## src/rtl/pipelined_carry_select_adder.sv

```systemverilog
// Pipelined carry-select adder: {cout,sum} = a + b + cin, one SEG-bit segment per stage (NSEG = WIDTH/SEG); optional ovf under CSA_OVERFLOW_FLAG_EN.
// Latency: result valid NSEG-1 cycles after the accepting edge (registered once when NSEG = 1).
// Backpressure: in_ready = !(out_valid && !out_ready); every stage, including the output, holds while stalled.
module pipelined_carry_select_adder #(
    parameter int WIDTH = 32,
    parameter int SEG   = 8
) (
    input  logic             clk,
    input  logic             rst_n,
    input  logic             in_valid,
    output logic             in_ready,
    input  logic [WIDTH-1:0] a,
    input  logic [WIDTH-1:0] b,
    input  logic             cin,
    output logic             out_valid,
    input  logic             out_ready,
    output logic [WIDTH-1:0] sum,
    output logic             cout
`ifdef CSA_OVERFLOW_FLAG_EN
    ,
    output logic             ovf
`endif
);

    localparam int NSEG = WIDTH / SEG;

    // Each stage carries the full operands forward (input skew) and the
    // partially built sum (output de-skew), so a transaction stays aligned.
    typedef struct packed {
        logic             vld;
        logic             c;
        logic [WIDTH-1:0] a;
        logic [WIDTH-1:0] b;
        logic [WIDTH-1:0] s;
    } stage_t;

    stage_t         src     [NSEG];
    stage_t         stage_d [NSEG];
    stage_t         stage_q [NSEG];
    logic           adv;
    logic [SEG-1:0] seg_a;
    logic [SEG-1:0] seg_b;
    logic [SEG:0]   cand0;
    logic [SEG:0]   cand1;
    logic [SEG:0]   pick;

    always_comb begin
        adv        = !(stage_q[NSEG-1].vld && !out_ready);
        src[0].vld = in_valid;
        src[0].c   = cin;
        src[0].a   = a;
        src[0].b   = b;
        src[0].s   = '0;
        for (int k = 1; k < NSEG; k++) begin
            src[k] = stage_q[k-1];
        end
    end

    always_comb begin
        seg_a = '0;
        seg_b = '0;
        cand0 = '0;
        cand1 = '0;
        pick  = '0;
        for (int k = 0; k < NSEG; k++) begin
            stage_d[k] = stage_q[k];
            seg_a      = src[k].a[k*SEG +: SEG];
            seg_b      = src[k].b[k*SEG +: SEG];
            cand0      = {1'b0, seg_a} + {1'b0, seg_b};
            cand1      = {1'b0, seg_a} + {1'b0, seg_b} + (SEG+1)'(1);
            pick       = src[k].c ? cand1 : cand0;
            if (adv) begin
                stage_d[k].vld = src[k].vld;
                if (src[k].vld) begin
                    stage_d[k].c                  = pick[SEG];
                    stage_d[k].a                  = src[k].a;
                    stage_d[k].b                  = src[k].b;
                    stage_d[k].s                  = src[k].s;
                    stage_d[k].s[k*SEG +: SEG]    = pick[SEG-1:0];
                end
            end
        end
    end

    always_ff @(posedge clk or negedge rst_n) begin
        if (!rst_n) begin
            for (int k = 0; k < NSEG; k++) begin
                stage_q[k] <= '0;
            end
        end else begin
            for (int k = 0; k < NSEG; k++) begin
                stage_q[k] <= stage_d[k];
            end
        end
    end

    // The last stage's operand copies have no consumer downstream.
    logic unused_top_operands;
    assign unused_top_operands = ^{stage_q[NSEG-1].a, stage_q[NSEG-1].b};

    assign in_ready  = adv;
    assign out_valid = stage_q[NSEG-1].vld;
    assign sum       = stage_q[NSEG-1].s;
    assign cout      = stage_q[NSEG-1].c;

`ifdef CSA_OVERFLOW_FLAG_EN
    logic ovf_d;
    logic ovf_q;

    always_comb begin
        ovf_d = ovf_q;
        if (adv && src[NSEG-1].vld) begin
            ovf_d = (src[NSEG-1].a[WIDTH-1] == src[NSEG-1].b[WIDTH-1]) &&
                    (stage_d[NSEG-1].s[WIDTH-1] != src[NSEG-1].a[WIDTH-1]);
        end
    end

    always_ff @(posedge clk or negedge rst_n) begin
        if (!rst_n) begin
            ovf_q <= 1'b0;
        end else begin
            ovf_q <= ovf_d;
        end
    end

    assign ovf = ovf_q;
`endif

endmodule

```

## config.mk

```make
export PLATFORM = sky130hd
export DESIGN_NAME = pipelined_carry_select_adder
export DESIGN_NICKNAME = d
export VERILOG_FILES = /design/src/rtl/pipelined_carry_select_adder.sv
export SDC_FILE = /design/constraint.sdc
export NUM_CORES = 1
export LEC_CHECK = 0
export ABC_AREA = 1
export BUFFER_PORTS_ARGS = -buffer_cell sky130_fd_sc_hd__buf_2
export CELL_PAD_IN_SITES_DETAIL_PLACEMENT = 1
export CELL_PAD_IN_SITES_GLOBAL_PLACEMENT = 2
export CORE_MARGIN = 2
export CORE_UTILIZATION = 28
export DETAILED_ROUTE_END_ITERATION = 12
export PLACE_DENSITY_LB_ADDON = 0.1
export SETUP_SLACK_MARGIN = 0.5
export SYNTH_ARGS = -nofsm -noshare
export SYNTH_HDL_FRONTEND = slang
export SYNTH_SLANG_ARGS = --single-unit
```

## constraint.sdc

```tcl
create_clock -name clk -period 1.9 [get_ports clk]
set_input_delay 0.19 -clock clk [delete_from_list [all_inputs] [get_ports clk]]
set_output_delay 0.19 -clock clk [all_outputs]
set_load 0.05 [all_outputs]
```

==> metrics.md <==
| Metric | Value |
|---|---|
| Setup ws final | `-0.2776 ns` |
| # rows | `66` |
| Drt drc | `0` |
| Syn Area/Cell | `7.973 um^2` |
| Pint | `12.76 mW` |
| Slowest CP cell | `fa_2` |
| Max-Cap Viols | `0` |
| Inserted Diodes | `0` |
| DP HPWL | `17020 um` |
| Grt total ovfl | `0` |
| Synth Flop Type | `dfrtp_1` |
| IO Port Bufs | `103` |
| Sequential element share of the synthesized area | `0.5026` |
| Hold Vio Cnt, Final | `0` |
| Total wire length | `30850 um` |
| Initial DRC count | `232` |
| Comb pwr share | `0.567` |
| Worst R2R Start | `src[236]` |
| Design area | `0.01445 mm^2` |
| Switching Power | `10.60 mW` |
| CP Depth | `11` |
| Largest net degree at the start of global routing | `67` |
| CTS H-tree lvls | `4` |
| Cell count after synthesis | `1149` |
| Headroom to the max-slew limit | `0.7498` |
| Vias in the first global route | `7973` |
| Max Fclk | `459.2 MHz` |
| Share of the synthesized area in the top cell type | `0.5026` |
| GRT Max-Usage Layer | `met2` |
| Final period demand of the worst path | `2.178 ns` |
| CP top delay family | `adder cells` |
| R2R Setup Slk | `-0.28 ns` |
| Setup crit start kind | `register` |
| Grt met1 use | `0.2163` |
| CP Launch Point | `src[236]` |
| CP Capture Point | `src[194]` |
| Synth async-reset ratio | `1.000` |
| Net Sw Frac | `0.4539` |
| Critical Path, Cell by Cell | `ha_2 -> fa_2 -> ha_2 -> inv_2 -> nor3_4 -> nand3_2 -> nor2_4 -> nand3_1 -> nand2_1 -> nand3_1 -> nand2_1` |
| Area contributors post-synth | `dfrtp_1 (50%), nand2_1 (21%), inv_1 (5.1%)` |
| Clk Tree Root Cell | `clkbuf_16` |
| DIE WIDTH | `184.9 um` |
| Nets | `1527` |
| Die Span Y | `184.9 um` |
| Worst Reg-to-Reg Cells | `11` |
| Post-DRT Antenna Nets | `0` |
| First-pass DRT Iterations | `4` |
| Yosys top cell by area | `dfrtp_1` |
| Worst-margin pin slew | `0.3754 ns` |
| Fraction of layout cells with a size suffix above 1 | `0.4053` |
| Global-route wire length before repair | `40080 um` |
| Met2 track demand over resource | `0.2262` |
| Leakage | `7.415 nW` |
| Hold crit path type | `primary input to register` |
| Ys Warns | `0` |
| Arr. time, crit path | `2.56 ns` |
| Pwr/cell area | `1616 mW/mm^2` |
| Starting Density | `0.2830` |
| Post-DP Area | `0.01062 mm^2` |
| Synth cell types | `32` |
| CTS Sinks | `184` |
| Unrepaired setup endpoints after global routing | `true` |
| Number of flops mapped to enable cells by yosys | `0` |
| CTS tree | `built` |
| CTS clk-pin slew, worst paths | `0.08 ns` |
| CP max stage delay | `0.55 ns` |
| Synth Cell Area | `0.009161 mm^2` |
| Number of synthesized register bits | `184` |
| Synth-to-layout area growth | `57.77%` |
| Final worst-path cycle share | `1.146` |
| I/O pin count | `104` |
| Clk pwr share | `0.154` |
| Failing checks | `negative setup slack` |
| Fill cells | `3747` |
| Register cell area after layout | `0.004606 mm^2` |
| Cts bufs inserted | `17` |
| Outcome | `finished, violations left` |
| Routability cong. | `0.7095` |
| DR vias | `8301` |
| Reg power frac | `0.279` |
| Critical path endpoint category | `register` |
| Final clock skew | `0.009305 ns` |
| Synthesized Nets | `1258` |
| Die area | `0.03418 mm^2` |
| Critical path class | `register to register` |
| Core Box Area | `0.03237 mm^2` |
| Multi-input gate area | `0.005204 mm^2` |
| Hold Slack | `0.002006 ns` |
| GRT Total Usage | `0.1483` |
| Endpoints failing setup | `20` |
| Avg Vias per Cell | `4.432` |
| RR Endpoint | `src[194]` |
| Most common cell after layout, fill and taps aside | `nand2_1` |
| CP required | `2.28 ns` |
| Maximum net fanout on the critical path | `3` |
| Worst skew pair latency | `0.45 ns` |
| Drt wl/cell | `16.47 um` |
| GR Util met3 | `0.02615` |
| Most frequent cells in the layout | `nand2_1 (335), dfrtp_1 (183), inv_1 (111)` |
| Initial antenna violation count | `0` |
| WP buf/inv | `1` |
| Final Slew Violations | `0` |
| Peak VDD IR | `0.0007313 V` |
| Worst-case clock buffer depth | `2` |
==> through the flow <==
step / util / instances / setup TNS [ns] / total power [mW] / worst slack, ns
2_1_floorplan: - / 1149 / -0.3853 / 12.48 / -0.1059
3_3_place_gp: 0.3280 / 1705 / -1.525 / 14.82 / -0.2046
3_5_place_dp: 0.3280 / 1705 / -2.430 / 15.00 / -0.2892
4_1_cts: 0.3694 / 1802 / -2.068 / 19.25 / -0.1952
5_1_grt: 0.4465 / 1873 / -5.296 / 25.15 / -0.4022
6_report: 0.4465 / 1873 / -3.205 / 23.36 / -0.2776
==> tightest hold or removal path, cell delays in order <==
cell     delay, ns
buf_2         0.10
nand2_4       0.06
nand2_1       0.06
==> worst min path at each step <==
stage	from	to	slack [ns]	depth (start not counted)
finish	b[25]	src[253]	0.002	3
global route	b[28]	src[256]	0.01	3
CTS	b[27]	src[255]	0.003	3
detailed placement	rst_n	sum[23]	0.14	1
global placement	rst_n	sum[23]	0.14	1
floorplan	rst_n	cout	-0.11	0
==> flip-flops by register name, summed over array words and instances, names as in the netlist <==
signal	cells
seg_b	8
seg_a	8
out_valid	1
cout	1
sum	32
src	134
==> layout make-up <==
| cell class | instances | area share |
|---|---|---|
| timing repair inverter | 10 | 0.01558 |
| clock inverter | 13 | 0.009262 |
| tap | 442 | 0.03826 |
| multi-input combinational | 800 | 0.3600 |
| clock buffer | 19 | 0.03064 |
| sequential | 184 | 0.3186 |
| timing repair buffer | 276 | 0.1895 |
| inverter | 129 | 0.03809 |
==> power by group through the flow <==
stage | clock network, mW | registers, mW | logic, mW
after floorplan | 0 | 7.15 | 5.33
after global placement | 0 | 6.27 | 8.54
after detailed placement | 0 | 6.32 | 8.67
after CTS | 3.70 | 6.26 | 9.29
after global routing | 3.84 | 6.70 | 14.6
final | 3.60 | 6.52 | 13.2
==> timing repair <==
item                       in CTS  in global routing
cloned                          0                 38
buffers inserted               22                 32
hold endpoints to repair       78                  1
gates resized for setup        49                463
pin swaps                      24                 54
setup endpoints to repair     141                163
hold buffers                   43                  1
==> layer usage <==
metal	part of all wire	vias to the layer above
li1	-	4154
met1	0.47	4033
met2	0.50	96
met3	0.020	18
met4	0.0089	0
met5	0	-
==> Yosys cell counts, types with 2 or more instances <==
master	number
nand3_1	53
or2_2	3
a21oi_1	13
nand2_2	7
inv_1	125
o211ai_1	2
nand3b_1	9
clkbuf_1	20
nor2_1	25
buf_2	13
a22oi_1	2
ha_1	36
xor2_4	3
nand4_1	18
nor2_2	9
inv_2	4
o22ai_1	2
o31ai_1	2
nor3_4	2
nand3_2	7
nand2_1	505
o21ai_0	88
nor3_2	5
dfrtp_1	184
xnor2_1	2
fa_1	4
==> logic make-up (layout without fill, tap and decap cells) <==
group	Yosys count	in the layout	share of synthesized area
DFF	184	184	0.5026
and+or+nand+nor	644	644	0.2960
adders and majority gates	40	40	0.05791
buffers and inverters	165	447	0.06992
xor gates and xnor gates	5	5	0.01093
AOI/OAI and AO/OA	111	111	0.06269
(Power assumes the default switching activity.)
